==> config.mk <==
export PLATFORM = sky130hd
export DESIGN_NAME = uart_tx_ctrl
export DESIGN_NICKNAME = d
export VERILOG_FILES = /design/src/rtl/uart_tx_ctrl.sv
export SDC_FILE = /design/constraint.sdc
export NUM_CORES = 1
export LEC_CHECK = 0
export ABC_CLOCK_PERIOD_IN_PS = 2360
export BUFFER_PORTS_ARGS = -buffer_cell sky130_fd_sc_hd__clkbuf_2
export CAP_MARGIN = 20
export CORE_MARGIN = 3
export CORE_UTILIZATION = 45
export DETAILED_ROUTE_END_ITERATION = 10
export PLACE_DENSITY = 0.65
export SLEW_MARGIN = 20
export SYNTH_ARGS = -nofsm -noshare
export SYNTH_HDL_FRONTEND = slang
export SYNTH_SLANG_ARGS = --single-unit
export TNS_END_PERCENT = 20
==> constraint.sdc <==
create_clock -name clk -period 2.36 [get_ports clk]
set_clock_uncertainty 0.05 [all_clocks]
set_input_delay 0.472 -clock clk [delete_from_list [all_inputs] [get_ports clk]]
set_output_delay 0.472 -clock clk [all_outputs]
set_load 0.005 [all_outputs]
==> src/rtl/uart_tx_ctrl.sv <==
// UART transmit controller: accepts a byte on valid/ready, loads the downstream
// PISO and paces its shift strobe, framing start/data/parity/stop on txd.
module uart_tx_ctrl #(
  parameter int CLKS_PER_BIT = 16,
  parameter bit PARITY_EN    = 1'b0,
  parameter bit PARITY_ODD   = 1'b0
) (
  input  logic       clk,
  input  logic       rst,
  input  logic [7:0] tx_data,
  input  logic       tx_valid,
  output logic       tx_ready,
  output logic [7:0] piso_din,
  output logic       piso_load,
  output logic       piso_shift,
  input  logic       piso_dout,
  output logic       txd,
  output logic       busy
);

  localparam int CW = (CLKS_PER_BIT > 1) ? $clog2(CLKS_PER_BIT) : 1;
  localparam logic [CW-1:0] CNT_LAST = CW'(CLKS_PER_BIT - 1);

  typedef enum logic [2:0] {
    IDLE,
    START,
    DATA,
    PARITY,
    STOP
  } state_t;

  state_t        state;
  logic [CW-1:0] cnt;
  logic [2:0]    bit_idx;
  logic          parity_bit;
  logic          bit_end;

  assign bit_end = (cnt == CNT_LAST);

  // NOTE: every register here updates with <= so all of them sample the same
  // pre-edge values; mixing in = would make results depend on statement order.
  always_ff @(posedge clk or posedge rst) begin
    if (rst) begin
      state      <= IDLE;
      cnt        <= '0;
      bit_idx    <= '0;
      parity_bit <= 1'b0;
      piso_din   <= '0;
      piso_load  <= 1'b0;
    end else begin
      piso_load <= 1'b0;
      // Baud counter restarts on every state entry, including each new data bit.
      if (state != IDLE) cnt <= bit_end ? '0 : cnt + 1'b1;
      case (state)
        IDLE: begin
          if (tx_valid) begin
            piso_din   <= tx_data;
            piso_load  <= 1'b1;
            parity_bit <= (^tx_data) ^ PARITY_ODD;
            state      <= START;
          end
        end
        START: begin
          if (bit_end) begin
            state   <= DATA;
            bit_idx <= '0;
          end
        end
        DATA: begin
          if (bit_end) begin
            if (bit_idx == 3'd7) state <= PARITY_EN ? PARITY : STOP;
            else                 bit_idx <= bit_idx + 3'd1;
          end
        end
        PARITY: if (bit_end) state <= STOP;
        STOP:   if (bit_end) state <= IDLE;
        default: state <= IDLE;
      endcase
    end
  end

  // The shift leaving START presents bit 0; shifts at the end of bits 0..6
  // present bits 1..7, so the PISO sees exactly eight per frame.
  assign piso_shift = bit_end &&
                      ((state == START) || ((state == DATA) && (bit_idx != 3'd7)));

  assign tx_ready = (state == IDLE);
  assign busy     = ~tx_ready;

  // NOTE: txd gets a default before the case so no path leaves it unassigned,
  // which would otherwise infer a latch.
  always_comb begin
    txd = 1'b1;
    case (state)
      START:   txd = 1'b0;
      DATA:    txd = piso_dout;
      PARITY:  txd = parity_bit;
      default: txd = 1'b1;
    endcase
  end

endmodule

---- After elaboration in Yosys (flattened, before gate mapping) ----
Index checks and enable logic that the tools add are counted.
word-level totals
  flip-flop bits (word level) ............. 20
  word-level logic and storage cells ...... 47
  input bits .............................. 12
operators by class
  reduce and logical (&&, ||, !) cells .... 10
  $add $sub $neg .......................... 2
  bitwise operators ....................... 1
  mux-type cells .......................... 14
  equal/unequal tests ..................... 14
operator list
  kind                                                             count
  3-bit 2-to-1 mux                                                 8
  3-bit case mux with 5 select lines                               1
  2-bit inequality test, second input constant                     7
  8-bit XOR reduction                                              1
  3-bit by 2-bit == test with 1-bit output, second input constant  2
  3-bit == test, second input constant                             2
  3-bit case mux with 2 select lines                               1
  6-bit AND reduction                                              1
  4-bit by 1-bit adder with 4-bit output, second input constant    1
  4-bit == test, second input constant                             1
  4-bit 2-to-1 mux                                                 1
  4-bit AND reduction                                              1
  3-bit by 1-bit adder with 3-bit output, second input constant    1
  3-bit by 1-bit == test with 1-bit output, second input constant  1
  3-bit logical NOT                                                1
  3-bit inequality test, second input constant                     1
  1-bit case mux with 3 select lines                               1
  3-bit nonzero test                                               1
  1-bit logical AND                                                2
  1-bit 2-to-1 mux                                                 2
  2-bit AND reduction                                              1
  2-bit nonzero test                                               1
  1-bit logical OR                                                 1
  1-bit inverter                                                   1

---- Longest topological paths before layout ----
  depth in word-level cells ............... 4
  depth in mapped cells ................... 6
  depth with buffers taken out ............ 5

---- Least setup slack after synthesis ----
OpenSTA, ideal clock, no wires.
  kind .................................... reg-to-output
  from .................................... register cnt[0]
  to ...................................... output port piso_shift
  data arrival time ....................... 1,212 ps
  slack ................................... 626 ps
  stages on the path, launching flop included .. 6
  buffers on the path ..................... 2
  data required time ...................... 1,838 ps
  path through ............................ dfrtp_1 > ha_1 > and3_1 > buf_6 > and3b_1 > buf_6
on the way
  word-level cells in the longest chain between the ends .. 2
RTL lines
  element                   line  source
  start: declaration        33    logic [CW-1:0] cnt;
  start signal: assignment  53    if (state != IDLE) cnt <= bit_end ? '0 : cnt + 1'b1;
  4-bit == test             38    assign bit_end = (cnt == CNT_LAST);
  1-bit logical AND         84    assign piso_shift = bit_end &&
  end: declaration          15    output logic piso_shift,
No other way between the ends.

---- Final worst setup path ----
Ends and elaborated chain as after synthesis.

==> flow_metrics.py <==
metrics = {
    "critical_path": {
        "crit_chain": "ha_1 > and3_1 > and3b_1 > clkbuf_2",
        "crit_fanout": 6,
        "cpPeakStageDelay_ns": 0.42,
        "crit_type": "reg -> out",
        "start_kind": "register",
        "crit_slowest_cell": "dfrtp_1",
        "timing.rr.end": "bit_idx[2]",
        "cp.arrival_ns": 1.68,
        "crit_required_ns": 1.84,
        "reg2reg_from": "cnt[0]",
        "reg2reg_depth": 4,
        "reg2reg_setup_slack_ns": 0.63,
        "critPathTopFamily": "simple AND/OR/NAND/NOR gates",
        "end_kind": "primary output",
        "path_buf_inv": 1,
    },
    "power": {
        "p_int_uw": 752.1,
        "netSwitchingFraction_pct": 32.93,
        "p_seq_share_pct": 51.5,
        "powerDensity_nw_per_um2": 994.7,
        "power_leakage_nw": 0.5738,
        "p_sw_uw": 369.3,
        "clkPwrFrac_pct": 13.1,
        "peakVddDrop_mv": 0.5076,
        "combPwrFrac_pct": 35.4,
        "finalPower_mw": 1.121,
    },
    "drt": {
        "vias": 689,
        "first_iter_violations": 10,
        "routed_wl_microns": 1650,
        "vias_per_cell": 5.104,
        "first_pass_iters": 4,
        "drc": 0,
        "detail-route-antenna-nets": 0,
        "wl_per_cell_microns": 12.22,
    },
    "cells_and_area": {
        "layout.cells.non_filler": 135,
        "final_util_pct": 55.21,
        "fin_nets": 125,
        "drive_gt1_share_pct": 36.11,
        "syn_to_final_growth_pct": 11.79,
        "mostFrequentLayoutCells": "clkbuf_2, dfrtp_1, mux2_2, xnor2_1, nand2_1",
        "fillCellCount": 202,
        "mostFrequentLayoutCell": "clkbuf_2",
        "n_antenna_cell": 0,
    },
    "sta": {
        "setup-tns-final_ns": 0,
        "timing.final.crit_share_pct": 93.50,
        "clock.fmax_ghz": 0.4532,
        "hold_violations": 0,
        "worst_pin_slew_ns": 0.7210,
        "relSlewSlack_pct": 51.88,
        "slew_viol_final": 0,
        "rsz0062_at_grt": "false",
        "fin_ws_ns": 0.1535,
        "fin_crit_ns": 2.206,
        "setup_violations": 0,
    },
    "logic_synthesis": {
        "ys_seq_area_share_pct": 49.63,
        "ys_warn_count": 0,
        "synth_top_area_cell": "dfrtp_1",
        "ys_ff_latch": 20,
        "avgSynthCellArea_sq_um": 11.59,
        "ys_types": 26,
        "synth_top_area_share_pct": 49.63,
        "synthTopCellsByArea": "dfrtp_1, mux2_2, xnor2_1",
        "postSynthCellCount": 87,
        "synth_nets": 102,
        "synth_area_sq_um": 1008,
    },
    "grt": {
        "grt_use_met1_pct": 17.67,
        "grt_max_degree": 21,
        "grt_pass1_wl_microns": 2904,
        "grt_pass1_vias": 694,
        "antenna_found_initial": 0,
        "busiest_layer": "met2",
        "grt_use_met3_pct": 2.535,
        "use_met2_pct": 23.27,
        "gr-total-overflow": 0,
        "grtUsageTotal_pct": 14.28,
    },
    "die": {
        "placementRows": 16,
        "dieArea_sq_um": 2845,
        "initial_core_util_pct": 49.39,
        "core_area_sq_um": 2042,
        "die_x_microns": 53.34,
        "die_h_microns": 53.34,
        "ioPinCount": 25,
    },
    "placement": {
        "hpwlAfterDp_microns": 1240,
        "place_inst": 132,
        "pre_cts_ws_ns": 0.4591,
        "port_buffers": 24,
        "routabilityCongestion": 0.7243,
    },
    "status": {
        "status": "completed",
    },
    "clocking": {
        "cts_made_buffers": 3,
        "ctsHoldBuffers": 0,
        "numClockSinks": 20,
        "cts-root-buf": "clkbuf_4",
        "clkLatencyLatePin_ns": 0.28,
        "cts_resized": 0,
        "clk_path_buf_depth": 2,
        "clk_pin_slew_ns": 0.10,
        "cts-htree-levels": 1,
        "post-cts-setup-buffers": 0,
        "cts_tree": "done",
    },
    "job": {
        "cap_violations": 0,
    },
    "hold_path": {
        "min_path_type": "in -> async",
    },
}
-- worst register-to-register path, cell delays in order, from the launching register on --
cell and delay (ns):
dfrtp_1 0.42, ha_1 0.20, and3_1 0.29, and3b_1 0.33, mux2_4 0.33
-- power by group through the flow --
stage                     logic (mW)  clock network [mW]  registers, mW
after floorplan                0.289                   0          0.560
after global placement         0.394                   0          0.574
after detailed placement       0.401                   0          0.583
after CTS                      0.407               0.158          0.579
after global routing           0.451               0.172          0.602
final                          0.397               0.147          0.577
-- worst max path at each step --
stage | start | endpoint | slack (ns) | cells past startpoint
floorplan | cnt[0] | piso_shift | 0.63 | 5
global placement | bit_idx[0] | piso_shift | 0.52 | 5
detailed placement | bit_idx[0] | piso_shift | 0.46 | 5
CTS | bit_idx[0] | piso_shift | 0.13 | 5
global route | cnt[0] | piso_shift | 0.01 | 4
finish | cnt[0] | piso_shift | 0.15 | 4
-- per-stage QoR --
stage	hold slack [ns]	cell area [sq um]
CTS	0.2462	1127
detailed placement	0.4389	1105
global route	0.2798	1127
floorplan	0.3858	1008
global placement	0.4206	1105
finish	0.2190	1127
-- registers in the layout, summed over array words and instances (netlist names) --
register,cells
state,3
piso_din,8
bit_idx,3
parity_bit,1
cnt,4
piso_load,1
-- kinds of logic (layout without fill, tap and decap cells) --
kind of cell | count (synthesis) | in the layout | share of synthesized area [%]
fa+ha+maj | 3 | 3 | 3.722
flops | 20 | 20 | 49.63
xor+xnor | 8 | 8 | 6.948
mux | 11 | 11 | 13.40
simple gates | 24 | 24 | 12.53
buf+inv | 9 | 30 | 6.947
compound gates | 12 | 12 | 6.824
-- Yosys cell counts --
master	number
buf_6	4
nand3b_1	1
buf_2	1
nand2b_1	3
nand3_1	1
clkinv_2	1
ha_1	3
a211oi_1	1
xnor2_1	8
mux2_4	3
or3_1	1
nor2_1	2
nor4_1	1
o21ai_0	5
nor3_1	1
dfrtp_1	20
nand4_1	1
inv_1	2
and3b_1	1
and3_1	4
o32ai_1	1
mux2_2	8
nand2_1	8
buf_4	1
a21oi_1	4
a21o_1	1
-- routing by layer --
layer / vias to the layer above / part of all wire (%) / wire [microns]
li1: 340 / - / -
met1: 325 / 46 / 761
met2: 22 / 47 / 776
met3: 2 / 6.0 / 99
met4: 0 / 0.73 / 12
met5: - / 0 / 0
-- layout make-up --
class	count	area, sq um	area share [%]
Inverter	3	12.51	1.110
Sequential cell	20	500.5	44.40
Timing Repair Buffer	24	120.1	10.65
Multi-Input combinational cell	58	437.9	38.85
Tap cell	27	33.78	2.997
Clock buffer	3	22.52	1.998
Power figures use the tool's default switching activity.
